**src/rtl/usr_pkg.sv**
```systemverilog
// Purpose : shared mode encodings for the universal shift register.
package usr_pkg;

    localparam logic [1:0] MODE_HOLD = 2'b00;
    localparam logic [1:0] MODE_SHR  = 2'b01;
    localparam logic [1:0] MODE_SHL  = 2'b10;
    localparam logic [1:0] MODE_LOAD = 2'b11;

endpackage : usr_pkg

```
**src/rtl/shift_frame_counter.sv**
```systemverilog
// Purpose : counts shifts modulo WIDTH and pulses o_frame on the wrap.
// Ports   : in_clk, in_rst (async, active-high)
//           in_shift  one shift happens this cycle
//           in_clr    restart the frame (parallel load)
//           o_cnt     shifts completed in the current frame
//           o_frame   registered one-cycle pulse after the WIDTH-th shift
module shift_frame_counter #(
    parameter int unsigned WIDTH = 8
) (
    input  logic                       in_clk,
    input  logic                       in_rst,
    input  logic                       in_shift,
    input  logic                       in_clr,
    output logic [$clog2(WIDTH)-1:0]   o_cnt,
    output logic                       o_frame
);

    localparam int unsigned CNT_W = $clog2(WIDTH);
    localparam logic [CNT_W-1:0] CNT_LAST = CNT_W'(WIDTH - 1);

    logic [CNT_W-1:0] r_cnt;
    logic             r_frame;
    logic [CNT_W-1:0] w_cnt_nxt;
    logic             w_frame_nxt;

    // Next count / pulse; the pulse only ever lasts the cycle after a wrap.
    always_comb begin
        w_cnt_nxt   = r_cnt;
        w_frame_nxt = 1'b0;
        if (in_clr) begin
            w_cnt_nxt = '0;
        end else if (in_shift) begin
            if (r_cnt == CNT_LAST) begin
                w_cnt_nxt   = '0;
                w_frame_nxt = 1'b1;
            end else begin
                w_cnt_nxt = r_cnt + CNT_W'(1);
            end
        end
    end

    always_ff @(posedge in_clk or posedge in_rst) begin
        if (in_rst) begin
            r_cnt   <= '0;
            r_frame <= 1'b0;
        end else begin
            r_cnt   <= w_cnt_nxt;
            r_frame <= w_frame_nxt;
        end
    end

    assign o_cnt   = r_cnt;
    assign o_frame = r_frame;

endmodule : shift_frame_counter

```
**src/rtl/universal_shift_reg.sv**
```systemverilog
// Purpose : universal shift register (hold / shift right / shift left / load)
//           with serial outs at both ends and a WIDTH-shift framing pulse.
// Ports   : in_clk, in_rst (async, active-high), in_en (clock enable)
//           in_mode   00 hold, 01 shift right, 10 shift left, 11 load
//           in_sr     serial in entering at bit WIDTH-1 on shift right
//           in_sl     serial in entering at bit 0 on shift left
//           in_d      parallel load data
//           o_q       register contents
//           o_sout_r  bit 0, o_sout_l bit WIDTH-1
//           o_cnt     shifts in current frame, o_frame frame-done pulse
module universal_shift_reg
    import usr_pkg::*;
#(
    parameter int unsigned WIDTH = 8
) (
    input  logic                       in_clk,
    input  logic                       in_rst,
    input  logic                       in_en,
    input  logic [1:0]                 in_mode,
    input  logic                       in_sr,
    input  logic                       in_sl,
    input  logic [WIDTH-1:0]           in_d,
    output logic [WIDTH-1:0]           o_q,
    output logic                       o_sout_r,
    output logic                       o_sout_l,
    output logic [$clog2(WIDTH)-1:0]   o_cnt,
    output logic                       o_frame
);

    logic [WIDTH-1:0] r_q;
    logic [WIDTH-1:0] w_q_nxt;
    logic             w_shift;
    logic             w_clr;

    // Data path next-state mux; anything not a recognised op holds.
    always_comb begin
        w_q_nxt = r_q;
        if (in_en) begin
            case (in_mode)
                MODE_SHR:  w_q_nxt = {in_sr, r_q[WIDTH-1:1]};
                MODE_SHL:  w_q_nxt = {r_q[WIDTH-2:0], in_sl};
                MODE_LOAD: w_q_nxt = in_d;
                default:   w_q_nxt = r_q;
            endcase
        end
    end

    always_ff @(posedge in_clk or posedge in_rst) begin
        if (in_rst) r_q <= '0;
        else        r_q <= w_q_nxt;
    end

    // Both shift directions feed one shared frame count.
    assign w_shift = in_en && ((in_mode == MODE_SHR) || (in_mode == MODE_SHL));
    assign w_clr   = in_en && (in_mode == MODE_LOAD);

    shift_frame_counter #(
        .WIDTH (WIDTH)
    ) u_cnt (
        .in_clk   (in_clk),
        .in_rst   (in_rst),
        .in_shift (w_shift),
        .in_clr   (w_clr),
        .o_cnt    (o_cnt),
        .o_frame  (o_frame)
    );

    assign o_q      = r_q;
    assign o_sout_r = r_q[0];
    assign o_sout_l = r_q[WIDTH-1];

endmodule : universal_shift_reg
```
**config.mk**
```make
export PLATFORM = sky130hd
export DESIGN_NAME = universal_shift_reg
export DESIGN_NICKNAME = d
export VERILOG_FILES = /design/src/rtl/usr_pkg.sv /design/src/rtl/shift_frame_counter.sv /design/src/rtl/universal_shift_reg.sv
export SDC_FILE = /design/constraint.sdc
export NUM_CORES = 1
export LEC_CHECK = 0
export BUFFER_PORTS_ARGS = -buffer_cell sky130_fd_sc_hd__buf_2
export CAP_MARGIN = 10
export CORE_MARGIN = 5
export CORE_UTILIZATION = 44
export DETAILED_ROUTE_END_ITERATION = 16
export PLACE_DENSITY = 0.75
export SYNTH_ARGS = -nofsm -noshare
export SYNTH_HDL_FRONTEND = slang
export SYNTH_SLANG_ARGS = --single-unit
export TNS_END_PERCENT = 50
```
**constraint.sdc**
```tcl
create_clock -name in_clk -period 1.45 [get_ports in_clk]
set_input_delay 0.2175 -clock in_clk [delete_from_list [all_inputs] [get_ports in_clk]]
set_output_delay 0.2175 -clock in_clk [all_outputs]
set_load 0.01 [all_outputs]
```
==> out/results.tsv, run 1 <==
stage	metric	value	unit
synthesis	Yosys warnings	0	
routing	DR DRC count	0	
routing	drt pass-1 iters	4	
clocking	clock sinks	12	
pwr	share of power burned in registers	48.7	%
finish	layout net count	116	
synthesis	Syn Nets	87	
pwr	Net Sw Frac	33.0	%
pwr	Clk pwr share	20.6	%
finish	antenna diode count	0	
routing	routed len/inst	12.4	um
clocking	Clk pin slew, worst setup/hold paths	0.07	ns
global_routing	pin count of the biggest net entering global routing	17	
sta	Worst Skew	0.000703	ns
global_routing	global-route wire length before repair	2250	um
clocking	CTS root buf	clkbuf_4	
routing	Routed WL	1360	um
clocking	Clock Tree Buf Depth	2	
floorplan	Starting Density	45.0	%
synthesis	Syn Inst Count	67	
routing	Final ANT Viol Nets	0	
setup_path	Setup crit end	u_cnt.o_cnt[2]$_DFFE_PP0P_	
clocking	postcts setup bufs	0	
setup_path	crit end category	register	
pwr	Cell Pwr Density	1170	nW/um^2
pwr	Comb power frac	30.7	%
sta	Pins Over Slew Limit	0	
pwr	internal power	0.637	mW
synthesis	#FFs+latches synth	12	
floorplan	row cnt	14	
sta	RSZ-0062 raised after global routing	no	
clocking	H-tree levels	1	
sta	final hold vios	0	
hold_path	HP Class	input pin to register	
floorplan	Core ar.	1450	um^2
sta	setup tns final	0	ns
setup_path	critical-path maximum fanout	4	
setup_path	reg2reg path depth	3	
setup_path	CP startpoint	u_cnt.o_cnt[0]$_DFFE_PP0P_	
synthesis	Syn Std Cell Area	654	um^2
routing	via count	576	
pwr	P_leak	0.446	nW
clocking	clk_lat worst skew	0.26	ns
floorplan	Die Width	48.6	um
floorplan	IO Count	29	
sta	Max Clk Rate	833	MHz
sta	setup violators final	0	
setup_path	WP data required	1.61	ns
sta	fin crit period	1.20	ns
floorplan	Die ar.	2360	um^2
pwr	sw power	0.313	mW
global_routing	Tot GR Track Use	11.6	%
sta	PnR worst setup slack	0.250	ns
synthesis	proportion of synthesized chip area in sequential cells	45.9	%
finish	Layout fillers	146	
outcome	status	complete, no violations	
place	pre-CTS setup slack	0.159	ns
sta	fin crit share	82.8	%
run	max cap viols	0	
routing	DRT iter0 DRCs	9	
clocking	TritonCTS clock tree	built	
global_routing	antenna violations before repair	0	
setup_path	Worst EP arrival	1.36	ns
synthesis	syn_area_per_cell	9.77	um^2
clocking	Num CTS Buffers	3	
finish	layout cell share with drive strength beyond 1	34.0	%
place	post-DP HPWL	1070	um
sta	Slew headroom	65.4	%
sta	Slew @ Worst Pin	0.519	ns
setup_path	FF-to-FF End	u_cnt.o_cnt[2]$_DFFE_PP0P_	
finish	Final Util	55.6	%
global_routing	GR Overflow Total	0	
place	PortBufs	28	
setup_path	worst r2r src	u_cnt.o_cnt[0]$_DFFE_PP0P_	
setup_path	r2r setup slk	0.25	ns
setup_path	kind of critical path	register to register	
synthesis	Distinct cells, synth	14	
finish	synth-to-layout area growth	23.5	%
setup_path	CP Launch Type	register	
routing	vias per cell	5.24	
place	Routability Congestion	0.806	
global_routing	number of global-route vias before repair	531	
pwr	IR Drop Worst-Case VDD	459	uV
floorplan	Die Span Y	48.6	um
[worst min-delay path by stage]
stage	startpoint	to	slack, ns	cells past startpoint
after global placement	in_rst	u_cnt.o_frame$_DFF_PP0_	0.25	2
after floorplan	in_rst	o_q[0]$_DFFE_PP0P_	0.08	1
after detailed placement	in_rst	u_cnt.o_cnt[0]$_DFFE_PP0P_	0.25	2
after global routing	in_sr	o_q[7]$_DFFE_PP0P_	0.23	3
after CTS	in_sr	o_q[7]$_DFFE_PP0P_	0.21	3
final	in_sr	o_q[7]$_DFFE_PP0P_	0.22	3
[synthesized netlist by cell type, drive strengths merged]
library cell / number / share of area (%)
dfrtp: 12 / 46
a22o: 11 / 15
nand2: 9 / 5.2
o21ai: 9 / 6.9
a21oi: 8 / 6.1
buf: 5 / 5.9
ha: 5 / 9.6
inv: 3 / 1.7
nor2: 3 / 2.1
and2: 1 / 0.96
nand2b: 1 / 0.96
[layer usage]
metal  share of wire (%)  up-vias  track usage, %
met5                   0        -               0
met4                 1.6        0            6.73
met3                 7.8        4            1.84
met2                  45       22            19.3
met1                  45      256            14.0
li1                    -      294               -
[registers in the layout, summed over array words and instances, names as in the netlist]
signal         cells
o_q                8
u_cnt.o_cnt        3
u_cnt.o_frame      1
[placed cells by master (no fill, tap or decap), drive strengths merged]
cell type	netlist	routed
a21oi	8	8
dlygate4sd3	0	1
inv	3	3
and2	1	1
nand2b	1	1
clkbuf	0	3
buf	5	28
ha	5	5
nand2	9	9
nor2	3	3
a22o	11	11
dfrtp	12	12
o21ai	9	9
[what timing repair did]
item / in CTS / in global routing
endpoints found under the hold margin: 12 / 0
resized for setup: 0 / 0
hold buffers: 1 / 0
[layout make-up]
type                            instances  area [um^2]  share of cell area [%]
Sequential cell                        12          300                    37.2
Tap cell                               16         20.0                    2.48
Inverter                                3         11.3                    1.39
Clock buffer                            3         22.5                    2.79
Multi-Input combinational cell         47          304                    37.6
Timing Repair Buffer                   29          150                    18.6
[power by group through the flow]
stage | Combinational (mW) | Clock, mW | Sequential, mW
2_1_floorplan | 0.158 | 0 | 0.492
3_3_place_gp | 0.287 | 0 | 0.467
3_5_place_dp | 0.294 | 0 | 0.469
4_1_cts | 0.297 | 0.201 | 0.463
5_1_grt | 0.332 | 0.209 | 0.477
6_report | 0.291 | 0.196 | 0.462
[metrics by stage]
step                      hold slack (ns)  power (mW)  instances  cell area (um^2)
final                               0.217       0.950        110               808
after global routing                0.234        1.02        110               808
after CTS                           0.215       0.960        110               808
after detailed placement            0.253       0.763        106               776
after global placement              0.249       0.754        106               776
after floorplan                    0.0822       0.650         67               654
[logic make-up (layout without fill, tap and decap cells)]
| kind of cell | count (synthesis) | count (layout) | synth area share, % |
|---|---|---|---|
| adder cells (fa/ha/maj) | 5 | 5 | 9.56 |
| AO/OA/AOI/OAI | 28 | 28 | 27.7 |
| flip-flops | 12 | 12 | 45.9 |
| AND/OR/NAND/NOR | 14 | 14 | 9.18 |
| buffers and inverters | 8 | 35 | 7.65 |
[worst max-delay path: stages (launching register included)]
cell and delay, ns:
dfrtp_1 0.41, ha_1 0.21, ha_1 0.27, a22o_1 0.20
Note: power is estimated with default switching activity, not from simulation.
==> run 2: changes to the inputs <==
==> constraint.sdc (replaced) <==
create_clock -name in_clk -period 1.15 [get_ports in_clk]
set_input_delay 0.1725 -clock in_clk [delete_from_list [all_inputs] [get_ports in_clk]]
set_output_delay 0.1725 -clock in_clk [all_outputs]
set_load 0.01 [all_outputs]
==> run 2 against run 1 <==
  * Hold slack got worse by 0.046 ns
  * Sequential share of layout area fell by 2.2 points
  * Critical path depth did not move
==> out/results.tsv, run 2 (synthesis results as in run 1) <==
stage	metric	value	unit
routing	highest routing layer actually used	met4	
routing	Routed WL	1460	um
sta	fin crit period	1.12	ns
setup_path	WP data required	1.31	ns
finish	max reg flops	8	
finish	layout cell share with drive strength beyond 1	38.8	%
sta	Max Clk Rate	896	MHz
clocking	Clk pin slew, worst setup/hold paths	0.08	ns
pwr	Tot Pwr	1.34	mW
clocking	clk_lat worst skew	0.26	ns
finish	Layout fillers	128	
pwr	internal power	0.910	mW
global_routing	GR Overflow Total	0	
sta	RSZ-0062 raised after global routing	no	
setup_path	r2r setup slk	0.03	ns
setup_path	Worst EP arrival	1.27	ns
finish	layout net count	119	
setup_path	CP Launch Type	register	
setup_path	Setup crit end	u_cnt.o_cnt[2]$_DFFE_PP0P_	
place	PortBufs	28	
floorplan	Starting Density	45.0	%
global_routing	pin count of the biggest net entering global routing	17	
pwr	P_leak	0.463	nW
setup_path	FF-to-FF End	u_cnt.o_cnt[2]$_DFFE_PP0P_	
pwr	sw power	0.427	mW
sta	Slew @ Worst Pin	0.457	ns
sta	Pins Over Slew Limit	0	
clocking	TritonCTS clock tree	built	
clocking	H-tree levels	1	
clocking	clock sinks	12	
floorplan	Die Width	48.6	um
pwr	Cell Pwr Density	1560	nW/um^2
hold_path	HP Class	input pin to register	
global_routing	antenna violations before repair	0	
routing	DR DRC count	0	
routing	WL met2	674	um
sta	setup tns final	0	ns
finish	most common cell after layout, fill and taps aside	buf_2	
floorplan	Die Span Y	48.6	um
setup_path	reg2reg path depth	3	
sta	Worst Skew	0.00101	ns
setup_path	kind of critical path	register to register	
routing	vias per cell	5.12	
pwr	Clk pwr share	24.6	%
global_routing	number of global-route vias before repair	559	
floorplan	Die ar.	2360	um^2
routing	routed len/inst	12.8	um
finish	synth-to-layout area growth	31.4	%
floorplan	Core ar.	1450	um^2
sta	Slew headroom	69.5	%
routing	Final ANT Viol Nets	0	
clocking	Num CTS Buffers	3	
finish	Final Util	59.1	%
sta	final hold vios	0	
clocking	CTS root buf	clkbuf_4	
finish	antenna diode count	0	
finish	commonest non-fill, non-tap cells in the layout	buf_2, dfrtp_1, a22o_1	
routing	DRT iter0 DRCs	5	
global_routing	Tot GR Track Use	13.0	%
clocking	post-CTS sizing	0	
place	Routability Congestion	0.731	
setup_path	critical-path maximum fanout	2	
routing	Metal-1 WL	668	um
place	post-DP HPWL	1140	um
sta	fin crit share	97.0	%
routing	wire length on met3	96	um
floorplan	IO Count	29	
setup_path	crit end category	register	
pwr	IR Drop Worst-Case VDD	615	uV
run	max cap viols	0	
setup_path	worst r2r src	u_cnt.o_cnt[0]$_DFFE_PP0P_	
sta	setup violators final	0	
global_routing	global-route wire length before repair	2480	um
outcome	status	complete, no violations	
pwr	share of power burned in registers	43.6	%
routing	drt pass-1 iters	4	
routing	via count	584	
floorplan	row cnt	14	
pwr	Comb power frac	31.7	%
clocking	Clock Tree Buf Depth	2	
setup_path	CP startpoint	u_cnt.o_cnt[0]$_DFFE_PP0P_	
pwr	Net Sw Frac	31.9	%
## run 2: cell count changes in the layout (fill, tap and decap cells not counted), sizes merged
cell	delta
clkbuf	+1
buf	+3
## run 2: cell type report
class	count	area [um^2]	share of cell area [%]
Clock buffer	4	36.3	4.22
Multi-Input combinational cell	47	319	37.1
Tap cell	16	20.0	2.33
Inverter	3	11.3	1.31
Sequential cell	12	300	34.9
Timing Repair Buffer	32	173	20.1
## run 2: through the flow
step	instances	worst slack [ns]	hold slack [ns]	area [um^2]
floorplan	67	0.00720	0.0372	669
finish	114	0.0344	0.171	860
CTS	114	0.00816	0.169	860
global placement	108	-0.0767	0.196	806
detailed placement	108	-0.107	0.207	806
global route	114	0.00251	0.173	860
## run 2: worst min-delay path by stage
stage / slack, ns / end / cells past startpoint / startpoint
floorplan: 0.04 / o_q[0]$_DFFE_PP0P_ / 1 / in_rst
global placement: 0.20 / o_q[5]$_DFFE_PP0P_ / 2 / in_rst
detailed placement: 0.21 / u_cnt.o_cnt[0]$_DFFE_PP0P_ / 2 / in_rst
CTS: 0.17 / o_q[7]$_DFFE_PP0P_ / 3 / in_sr
global route: 0.17 / o_q[7]$_DFFE_PP0P_ / 3 / in_sr
finish: 0.17 / o_q[7]$_DFFE_PP0P_ / 3 / in_sr
## run 2: layer usage
layer | GRT usage, % | vias up
met5 | 0 | -
met4 | 6.73 | 0
met3 | 3.07 | 2
met2 | 20.4 | 23
met1 | 16.5 | 261
li1 | - | 298
## run 2: critical path, cell delays in order, from the launching register on
cell	delay [ns]
dfrtp_1	0.39
ha_2	0.20
ha_4	0.20
a22o_1	0.21
## run 2: timing repair
item / CTS / global route
hold buffers: 1 / 0
endpoints found under the hold margin: 12 / 0
buffers inserted: 1 / 0
endpoints found under the setup margin: 1 / 1
gates cloned: 0 / 0
pin swaps: 0 / 2
## run 2: power by group through the flow
| stage | clock network (mW) | logic (mW) | registers [mW] |
|---|---|---|---|
| 4_1_cts | 0.336 | 0.433 | 0.584 |
| 6_report | 0.329 | 0.424 | 0.584 |
| 5_1_grt | 0.351 | 0.480 | 0.599 |
| 3_3_place_gp | 0 | 0.391 | 0.591 |
| 2_1_floorplan | 0 | 0.207 | 0.626 |
| 3_5_place_dp | 0 | 0.407 | 0.597 |
==> run 3: changes to the inputs <==
--- a/config.mk
+++ b/config.mk
@@ -10,7 +10,8 @@
 export CORE_MARGIN = 5
 export CORE_UTILIZATION = 44
 export DETAILED_ROUTE_END_ITERATION = 16
-export PLACE_DENSITY = 0.75
+export PLACE_DENSITY_LB_ADDON = 0.25
+export RECOVER_POWER = 25
 export SYNTH_ARGS = -nofsm -noshare
 export SYNTH_HDL_FRONTEND = slang
 export SYNTH_SLANG_ARGS = --single-unit
==> run 3 against run 2 <==
  * Die area unchanged
  * Largest cell class unchanged
  * Cell area decreased by 1.6%
  * Clock power decreased by 25%
  * Non-clock buffer count unchanged
==> out/results.tsv, run 3 (synthesis results as in run 1) <==
stage	metric	value	unit
global_routing	number of global-route vias before repair	573	
place	post-DP HPWL	1170	um
clocking	clk_lat worst skew	0.26	ns
pwr	share of power burned in registers	47.1	%
global_routing	antenna violations before repair	0	
pwr	Cell Pwr Density	1490	nW/um^2
finish	layout cell share with drive strength beyond 1	38.1	%
clocking	CTS root buf	clkbuf_4	
global_routing	GR Overflow Total	0	
setup_path	WP buf/inv	0	
sta	fin crit period	1.14	ns
pwr	sw power	0.422	mW
routing	Routed WL	1530	um
global_routing	global-route wire length before repair	2540	um
place	PortBufs	28	
setup_path	crit end category	register	
routing	via count	615	
floorplan	IO Count	29	
sta	final hold vios	0	
finish	layout net count	119	
finish	commonest non-fill, non-tap cells in the layout	buf_2, dfrtp_1, a22o_1	
routing	DR DRC count	0	
routing	DRT iter0 DRCs	19	
run	max cap viols	0	
floorplan	Die Width	48.6	um
floorplan	Die Span Y	48.6	um
setup_path	CP Cell Sequence	ha_2 -> ha_4 -> a22o_1	
setup_path	CP Launch Type	register	
hold_path	HP Class	input pin to register	
floorplan	row cnt	14	
clocking	H-tree levels	1	
floorplan	Starting Density	45.0	%
sta	Slew @ Worst Pin	0.458	ns
pwr	internal power	0.838	mW
floorplan	Core ar.	1450	um^2
sta	hold slack	0.192	ns
finish	synth-to-layout area growth	29.3	%
floorplan	Die ar.	2360	um^2
setup_path	max incr delay on CP	0.40	ns
clocking	clock sinks	12	
sta	Slew headroom	69.5	%
setup_path	CP max stage cell	dfrtp_1	
clocking	Num CTS Buffers	3	
setup_path	kind of critical path	register to register	
place	Routability Congestion	0.789	
sta	Max Clk Rate	878	MHz
finish	most common cell after layout, fill and taps aside	buf_2	
pwr	Clk pwr share	19.6	%
sta	Pins Over Slew Limit	0	
pwr	Comb power frac	33.3	%
finish	Post-Layout Cell Count	113	
setup_path	WP data required	1.31	ns
finish	max reg flops	8	
setup_path	Worst EP arrival	1.29	ns
sta	RSZ-0062 raised after global routing	yes	
clocking	Clock Tree Buf Depth	2	
sta	fin crit share	99.1	%
pwr	Net Sw Frac	33.5	%
pwr	IR Drop Worst-Case VDD	597	uV
place	Placed Instances	108	
global_routing	Tot GR Track Use	13.3	%
clocking	TritonCTS clock tree	built	
sta	Worst Skew	0.00349	ns
pwr	P_leak	0.456	nW
routing	vias per cell	5.44	
clocking	Clk pin slew, worst setup/hold paths	0.07	ns
clocking	post-CTS sizing	0	
setup_path	delay-heaviest family, CP	adder cells	
outcome	status	complete, no violations	
sta	setup violators final	0	
routing	Final ANT Viol Nets	0	
routing	routed len/inst	13.5	um
setup_path	critical-path maximum fanout	3	
global_routing	pin count of the biggest net entering global routing	17	
finish	antenna diode count	0	
routing	drt pass-1 iters	4	
## run 3: cell count changes in the layout (fill, tap and decap cells not counted)
cell	delta
clkbuf_8	-1
## run 3: worst register-to-register path, delay by kind of cell (launching register included)
kind | cells | cell delay, ns
adder cells (fa/ha/maj) | 2 | 0.41
flip-flops | 1 | 0.40
AO/OA/AOI/OAI | 1 | 0.22
## run 3: final timing paths
| path | startpoint | endpoint | slack (ns) | cells after the start |
|---|---|---|---|---|
| worst max-delay path | u_cnt.o_cnt[1]$_DFFE_PP0P_ | u_cnt.o_cnt[2]$_DFFE_PP0P_ | 0.01 | 3 |
| worst min-delay path | in_sr | o_q[7]$_DFFE_PP0P_ | 0.19 | 3 |
| worst max register to register | u_cnt.o_cnt[1]$_DFFE_PP0P_ | u_cnt.o_cnt[2]$_DFFE_PP0P_ | 0.01 | 3 |
| worst min register to register | o_q[4]$_DFFE_PP0P_ | o_q[4]$_DFFE_PP0P_ | 0.55 | 2 |
| max in group asynchronous | in_rst | o_q[5]$_DFFE_PP0P_ | 0.39 | 3 |
| min in group asynchronous | in_rst | o_q[0]$_DFFE_PP0P_ | 0.45 | 3 |
## run 3: power by group through the flow
| stage | combinational (mW) | sequential (mW) | clock (mW) |
|---|---|---|---|
| after floorplan | 0.207 | 0.626 | 0 |
| after global placement | 0.391 | 0.593 | 0 |
| after detailed placement | 0.402 | 0.600 | 0 |
| after CTS | 0.405 | 0.593 | 0.256 |
| after global routing | 0.476 | 0.607 | 0.268 |
| final | 0.420 | 0.593 | 0.247 |
## run 3: layout make-up
type                    count  area, um^2
repair buffers             32         173
multi-input cells          47         319
flip-flops and latches     12         300
fillers                   135         608
clock buffers               3        22.5
inverters                   3        11.3
well taps                  16        20.0
## run 3: what timing repair did
action                                 in CTS  in global routing
endpoints found under the hold margin      12                  0
setup endpoints to repair                   0                  2
hold buffers                                1                  0
buffers inserted                            0                  1
## run 3: through the flow
stage	setup TNS (ns)	total power [mW]	setup WS, ns	utilization, %	area [um^2]
finish	0	1.26	0.0109	58.2	846
global route	-0.00836	1.35	-0.00667	58.2	846
CTS	0	1.25	0.00773	57.7	838
detailed placement	-0.897	1.00	-0.122	55.4	806
global placement	-0.579	0.984	-0.0716	55.4	806
floorplan	0	0.834	0.00720	-	669
## run 3: routing by layer
layer,vias to the layer above,GRT usage [%],part of all wire (%)
li1,298,-,-
met1,276,17.7,42
met2,39,19.6,46
met3,2,3.37,11
met4,0,7.17,1.1
met5,-,0,0
